File: src/rtl/mem_resp_pkg.sv
// Shared types for the memory responder.
//   mem_resp_state_e : one-hot FSM encoding (IDLE, WAIT, RESP)
//   mem_resp_port_e  : which requester a transaction belongs to
//   WCNT_W           : width of the wait-state counter
package mem_resp_pkg;

  typedef enum logic [2:0] {
    IDLE = 3'b001,
    WAIT = 3'b010,
    RESP = 3'b100
  } mem_resp_state_e;

  typedef enum logic {
    PORT_INS = 1'b0,
    PORT_DA  = 1'b1
  } mem_resp_port_e;

  localparam int unsigned WCNT_W = 4;

endpackage

File: src/rtl/mem_resp_array.sv
// DEPTH x DATA_W word storage: one synchronous write port, one combinational
// read port. Addresses >= DEPTH are ignored on write and read back as zero.
// Contents are deliberately not reset.
//   clk    : write clock
//   we     : write strobe
//   waddr  : write address
//   wdata  : write data
//   raddr  : read address
//   rdata  : read data (combinational)
module mem_resp_array #(
  parameter int unsigned ADDR_W = 5,
  parameter int unsigned DATA_W = 8,
  parameter int unsigned DEPTH  = 32
) (
  input  logic              clk,
  input  logic              we,
  input  logic [ADDR_W-1:0] waddr,
  input  logic [DATA_W-1:0] wdata,
  input  logic [ADDR_W-1:0] raddr,
  output logic [DATA_W-1:0] rdata
);

  localparam int unsigned IDX_W = (DEPTH > 1) ? $clog2(DEPTH) : 1;

  logic [DATA_W-1:0] mem_q [DEPTH];

  logic wr_in_range;
  logic rd_in_range;

  always_comb begin
    wr_in_range = 32'(waddr) < DEPTH;
    rd_in_range = 32'(raddr) < DEPTH;
  end

  always_ff @(posedge clk) begin
    if (we && wr_in_range) begin
      mem_q[waddr[IDX_W-1:0]] <= wdata;
    end
  end

  always_comb begin
    rdata = '0;
    if (rd_in_range) begin
      rdata = mem_q[raddr[IDX_W-1:0]];
    end
  end

endmodule

File: src/rtl/mem_responder.sv
// Memory-side responder: serves instruction fetches and data read/write
// strobes against one internal single-port array, after WAIT_CYCLES wait
// states, plus a preload port usable while idle.
//   clk, rst_n          : clock (rising edge), async active-low reset
//   ins_req/ins_addr    : instruction read request (level)
//   da_req/da_we/...    : data request (level), write when da_we=1
//   init_we/addr/data   : preload write, honoured in IDLE with top priority
//   ins_rdata/ins_ready : fetched word (held) and one-cycle valid pulse
//   da_rdata/da_ready   : data result (held) and one-cycle done pulse
//   busy                : FSM not in IDLE
//   oob_err             : pulses with ready when the latched address >= DEPTH
module mem_responder
  import mem_resp_pkg::*;
#(
  parameter int unsigned ADDR_W      = 5,
  parameter int unsigned DATA_W      = 8,
  parameter int unsigned DEPTH       = 32,
  parameter int unsigned WAIT_CYCLES = 1
) (
  input  logic              clk,
  input  logic              rst_n,
  input  logic              ins_req,
  input  logic [ADDR_W-1:0] ins_addr,
  input  logic              da_req,
  input  logic              da_we,
  input  logic [ADDR_W-1:0] da_addr,
  input  logic [DATA_W-1:0] da_wdata,
  input  logic              init_we,
  input  logic [ADDR_W-1:0] init_addr,
  input  logic [DATA_W-1:0] init_data,
  output logic [DATA_W-1:0] ins_rdata,
  output logic              ins_ready,
  output logic [DATA_W-1:0] da_rdata,
  output logic              da_ready,
  output logic              busy,
  output logic              oob_err
);

  localparam logic [WCNT_W-1:0] CNT_INIT =
    (WAIT_CYCLES == 0) ? '0 : WCNT_W'(WAIT_CYCLES - 1);

  mem_resp_state_e   state_q, state_d;
  logic [WCNT_W-1:0] cnt_q, cnt_d;
  mem_resp_port_e    port_q, port_d;
  logic [ADDR_W-1:0] addr_q, addr_d;
  logic              we_q, we_d;
  logic [DATA_W-1:0] wdata_q, wdata_d;
  logic [DATA_W-1:0] ins_rdata_q, ins_rdata_d;
  logic [DATA_W-1:0] da_rdata_q, da_rdata_d;

  // Transaction view: live request while accepting in IDLE (needed when
  // WAIT_CYCLES=0 commits on the accepting edge), latched copy otherwise.
  mem_resp_port_e    cur_port;
  logic [ADDR_W-1:0] cur_addr;
  logic              cur_we;
  logic [DATA_W-1:0] cur_wdata;
  logic              go_resp;

  logic              arr_we;
  logic [ADDR_W-1:0] arr_waddr;
  logic [DATA_W-1:0] arr_wdata;
  logic [DATA_W-1:0] arr_rdata;

  mem_resp_array #(
    .ADDR_W (ADDR_W),
    .DATA_W (DATA_W),
    .DEPTH  (DEPTH)
  ) u_array (
    .clk   (clk),
    .we    (arr_we),
    .waddr (arr_waddr),
    .wdata (arr_wdata),
    .raddr (cur_addr),
    .rdata (arr_rdata)
  );

  always_comb begin
    cur_port  = port_q;
    cur_addr  = addr_q;
    cur_we    = we_q;
    cur_wdata = wdata_q;
    if (state_q == IDLE) begin
      cur_port  = da_req ? PORT_DA : PORT_INS;
      cur_addr  = da_req ? da_addr : ins_addr;
      cur_we    = da_req & da_we;
      cur_wdata = da_wdata;
    end
  end

  always_comb begin
    state_d     = state_q;
    cnt_d       = cnt_q;
    port_d      = port_q;
    addr_d      = addr_q;
    we_d        = we_q;
    wdata_d     = wdata_q;
    ins_rdata_d = ins_rdata_q;
    da_rdata_d  = da_rdata_q;
    go_resp     = 1'b0;
    arr_we      = 1'b0;
    arr_waddr   = cur_addr;
    arr_wdata   = cur_wdata;

    unique case (state_q)
      IDLE: begin
        if (init_we) begin
          arr_we    = 1'b1;
          arr_waddr = init_addr;
          arr_wdata = init_data;
        end else if (da_req || ins_req) begin
          port_d  = cur_port;
          addr_d  = cur_addr;
          we_d    = cur_we;
          wdata_d = cur_wdata;
          if (WAIT_CYCLES == 0) begin
            state_d = RESP;
            go_resp = 1'b1;
          end else begin
            state_d = WAIT;
            cnt_d   = CNT_INIT;
          end
        end
      end
      WAIT: begin
        if (cnt_q == '0) begin
          state_d = RESP;
          go_resp = 1'b1;
        end else begin
          cnt_d = cnt_q - 1'b1;
        end
      end
      RESP: state_d = IDLE;
      default: state_d = IDLE;
    endcase

    // Commit happens on the edge into RESP; the array drops OOB writes
    // and returns zero for OOB reads.
    if (go_resp) begin
      if (cur_port == PORT_DA) begin
        if (cur_we) begin
          arr_we     = 1'b1;
          da_rdata_d = cur_wdata;
        end else begin
          da_rdata_d = arr_rdata;
        end
      end else begin
        ins_rdata_d = arr_rdata;
      end
    end
  end

  always_ff @(posedge clk or negedge rst_n) begin
    if (!rst_n) begin
      state_q     <= IDLE;
      cnt_q       <= '0;
      port_q      <= PORT_INS;
      addr_q      <= '0;
      we_q        <= 1'b0;
      wdata_q     <= '0;
      ins_rdata_q <= '0;
      da_rdata_q  <= '0;
    end else begin
      state_q     <= state_d;
      cnt_q       <= cnt_d;
      port_q      <= port_d;
      addr_q      <= addr_d;
      we_q        <= we_d;
      wdata_q     <= wdata_d;
      ins_rdata_q <= ins_rdata_d;
      da_rdata_q  <= da_rdata_d;
    end
  end

  always_comb begin
    ins_rdata = ins_rdata_q;
    da_rdata  = da_rdata_q;
    busy      = (state_q != IDLE);
    ins_ready = (state_q == RESP) && (port_q == PORT_INS);
    da_ready  = (state_q == RESP) && (port_q == PORT_DA);
    oob_err   = (state_q == RESP) && !(32'(addr_q) < DEPTH);
  end

endmodule

File: config.mk
export PLATFORM = sky130hd
export DESIGN_NAME = mem_responder
export DESIGN_NICKNAME = d
export VERILOG_FILES = /design/src/rtl/mem_resp_pkg.sv /design/src/rtl/mem_resp_array.sv /design/src/rtl/mem_responder.sv
export SDC_FILE = /design/constraint.sdc
export NUM_CORES = 1
export LEC_CHECK = 0
export ABC_AREA = 1
export ABC_CLOCK_PERIOD_IN_PS = 2600
export BUFFER_PORTS_ARGS = -buffer_cell sky130_fd_sc_hd__clkbuf_2
export CAP_MARGIN = 10
export CELL_PAD_IN_SITES_DETAIL_PLACEMENT = 1
export CELL_PAD_IN_SITES_GLOBAL_PLACEMENT = 2
export CORE_MARGIN = 2
export CORE_UTILIZATION = 41
export DETAILED_ROUTE_END_ITERATION = 8
export GPL_ROUTABILITY_DRIVEN = 0
export PLACE_DENSITY_LB_ADDON = 0.12
export SLEW_MARGIN = 20
export SYNTH_ARGS = -nofsm -noshare
export SYNTH_HDL_FRONTEND = slang
export SYNTH_HIERARCHICAL = 1
export SYNTH_SLANG_ARGS = --single-unit
File: constraint.sdc
create_clock -name clk -period 2.6 [get_ports clk]
set_input_delay 0.26 -clock clk [delete_from_list [all_inputs] [get_ports clk]]
set_output_delay 0.26 -clock clk [all_outputs]
set_load 0.1 [all_outputs]
==> flow_summary_export.csv <==
group,metric,value,unit
cts,clk-insertion-delay-late,0.51,ns
cts,clock_path_buffers,3,
setup_path,reg2regPathDepth,18,
drt,wire_per_inst,21.62,microns
timing,period_minus_slack,2.532,ns
drt,totalWireLength,39.17,mm
setup_path,r2r_slack,0.07,ns
pwr,vdd_drop_max,0.7670,mV
timing,skew,0.009215,ns
placed_design,pre_cts_ws,-0.1231,ns
setup_path,crit_path_end_kind,"flip-flop",
floorplan,start_util,41.83,%
logic_synthesis,synthTopCellsByArea,"edfxtp_1 60%, nand2_1 15%, nand3_1 8.8%, dfrtp_1 7.2%, buf_6 2.4%",
global_routing,overflow,0,
worst_hold_path,hold_path_end,"we_q",
outcome,status,"complete, no violations",
pwr,power.leakage,6.711,nW
timing,setup_viol,0,
logic_synthesis,synthesis.instances,1217,
logic_synthesis,synth_cell_types,29,
global_routing,antenna_found_initial,0,
setup_path,slowest_stage,"dfstp_2",
drt,vias,9494,
timing,worst_pin_slew,0.5469,ns
timing,fmax,394.9,MHz
timing,period_share,97.39,%
cells_and_area,drive_gt1_share,26.06,%
cells_and_area,nNetsFinal,1430,
setup_path,critPathLaunchType,"flip-flop",
floorplan,die-area,32720,sq um
timing,hold_viol_final,0,
logic_synthesis,synth_fp_nets,1255,
floorplan,core_area,30670,sq um
global_routing,grt_pass1_wl,56.76,mm
setup_path,cpMostUsedCell,"nand2_1",
placed_design,io_buffers,55,
cts,cts.root.buffer_cell,"clkbuf_16",
floorplan,die-height,180.9,microns
logic_synthesis,postSynthAreaPerCell,10.54,sq um
cells_and_area,antennaDiodeCount,0,
worst_hold_path,holdPathStages,6,
drt,ant_nets,0,
setup_path,r2r-start,"state_q[0]",
logic_synthesis,yosysTopAreaCellShare,59.92,%
setup_path,r2r_end,"da_rdata[3]",
timing,holdWs,0.3317,ns
placed_design,dpl_cell_area,14200,sq um
setup_path,cp.arrival,2.98,ns
cts,cts-buffers-inserted,34,
logic_synthesis,netlist_area,12830,sq um
setup_path,path_cells,"nand3_4, buf_6, buf_4, o21ai_4, clkinv_4, buf_12, buf_4, nand3_1, nand3_1, nand2_1, nand2_2, nand2_2, nand2_1, nand2_2, nand3_2, nand2_1, nand2_1, nand2_1",
setup_path,path_class,"reg -> reg",
cells_and_area,layout_commonest_cell,"nand2_1",
logic_synthesis,yosysWarnings,6,
cts,ctsHtreeMaxLevel,2,
placed_design,hpwl,23.27,mm
cells_and_area,layout_common_cells,"473 x nand2_1, 256 x edfxtp_1, 176 x nand3_1",
pwr,p_per_area,1503,nW/um^2
setup_path,cp_max_fo,7,
floorplan,io_pins,57,
floorplan,fp.dieW,180.9,microns
cells_and_area,post-route-cell-area,16360,sq um
global_routing,grt_max_degree,43,
drt,via_per_inst,5.240,
drt,dr.pass1.iters,5,
setup_path,crit_required,3.05,ns
setup_path,cpPeakStageDelay,0.56,ns
floorplan,fp-row-count,64,
global_routing,grt_util_all_layers,22.67,%
logic_synthesis,ys_seq_area_share,67.34,%
timing,slew_violations,0,
drt,drtIter0Drc,593,
logic_synthesis,ys_ff_latch,294,
cts,path_clk_slew,0.05,ns
cells_and_area,area_growth,27.53,%
worst_hold_path,min-delay-start,"da_we",
global_routing,grt_pass1_vias,9574,
worst_hold_path,min_path_type,"in -> reg",
timing,slew_headroom,63.50,%
job,max-cap-violations,0,
cts,cts_sinks,294,
timing,rsz0062_at_grt,"true",
cells_and_area,final_util,53.35,%
logic_synthesis,synth_top_area_cell,"edfxtp_1",
cts,cts_tree,"done",
timing,setup_ws,0.06789,ns
drt,drc,0,
[flip-flops by register name, indices dropped and copies added (netlist names)]
signal	flops
u_array/mem_q	256
da_rdata	8
ins_rdata	8
wdata_q	8
addr_q	5
cnt_q	4
state_q	3
port_q	1
we_q	1
[report_power, final]
part	total [mW]	internal [mW]	switching [mW]
logic	13.2	4.46	8.74
registers	6.63	6.43	0.199
clock network	4.75	2.88	1.87
[logic make-up (layout without fill, tap and decap cells)]
kind of cell	after synthesis	count (layout)	share of synthesized area, %
other	1	1	0.02923
and+or+nand+nor	804	804	26.54
adders and majority gates	1	1	0.09751
DFF	294	294	67.34
AOI/OAI and AO/OA	24	24	1.239
buffers and inverters	93	292	4.759
[worst max-delay path, delay by kind of cell (launching register included)]
family | cells | cell delay, ns
simple gates | 12 | 0.99
buf+inv | 5 | 0.71
flops | 1 | 0.56
compound gates | 1 | 0.21
[worst max-delay path by stage]
| stage | start | endpoint | slack [ns] | depth (start not counted) |
|---|---|---|---|---|
| 6_report | state_q[0] | da_rdata[3] | 0.07 | 18 |
| 5_1_grt | state_q[0] | da_rdata[6] | -0.08 | 18 |
| 4_1_cts | state_q[0] | da_rdata[3] | 0.003 | 17 |
| 3_5_place_dp | cnt_q[0] | u_array/mem_q[5][1] | -0.12 | 10 |
| 3_3_place_gp | state_q[0] | da_rdata[1] | -0.05 | 16 |
| 2_1_floorplan | state_q[0] | u_array/mem_q[0][0] | 0.13 | 10 |
[layout make-up]
type                            count  area (sq um)
Inverter                           29         142.6
Clock buffer                       49          1042
Fill cell                        3314         14310
Clock inverter                     11         77.57
Timing Repair Buffer              201          1918
Timing Repair inverter              2         22.52
Multi-Input combinational cell    830          4024
Tap cell                          396         495.5
Sequential cell                   294          8640
[per-stage QoR]
| stage | std cells | power (mW) | TNS (ns) |
|---|---|---|---|
| global route | 1812 | 25.93 | -0.9056 |
| global placement | 1719 | 17.51 | -0.1316 |
| detailed placement | 1719 | 17.64 | -2.445 |
| finish | 1812 | 24.58 | 0 |
| floorplan | 1217 | 13.50 | 0 |
| CTS | 1791 | 22.74 | 0 |
[Yosys cell counts]
| cell | count |
|---|---|
| buf_1 | 2 |
| inv_2 | 7 |
| nand2_2 | 4 |
| nand2_1 | 516 |
| nand2_4 | 2 |
| edfxtp_1 | 256 |
| inv_1 | 21 |
| nand3_4 | 2 |
| nor2_1 | 39 |
| clkbuf_1 | 8 |
| ha_1 | 1 |
| clkbuf_2 | 1 |
| nor2_4 | 2 |
| nand3_1 | 226 |
| o21ai_1 | 5 |
| nand3_2 | 1 |
| or2_2 | 1 |
| o21ai_4 | 1 |
| o211ai_2 | 1 |
| inv_4 | 1 |
| dfrtp_1 | 37 |
| buf_4 | 9 |
| conb_1 | 1 |
| buf_2 | 17 |
| nand4_1 | 11 |
| o211ai_1 | 8 |
| buf_6 | 27 |
| o21ai_0 | 9 |
| dfstp_2 | 1 |
[metal layers]
| metal | vias to the layer above | track usage, % | part of all wire (%) | wire length, microns |
|---|---|---|---|---|
| met2 | 168 | 38.01 | 49 | 19100 |
| met5 | - | 0 | 0 | 0 |
| met1 | 4775 | 31.62 | 46 | 17990 |
| met3 | 48 | 3.205 | 3.7 | 1431 |
| li1 | 4503 | - | - | - |
| met4 | 0 | 4.613 | 1.7 | 658 |
[what timing repair did]
action,CTS,global route
setup endpoints to repair,49,88
setup buffers,2,9
pin swaps,2,27
hold buffers,9,0
hold endpoints to repair,45,0
cloned,1,13
resized for setup,21,119
Power figures use the tool's default switching activity.
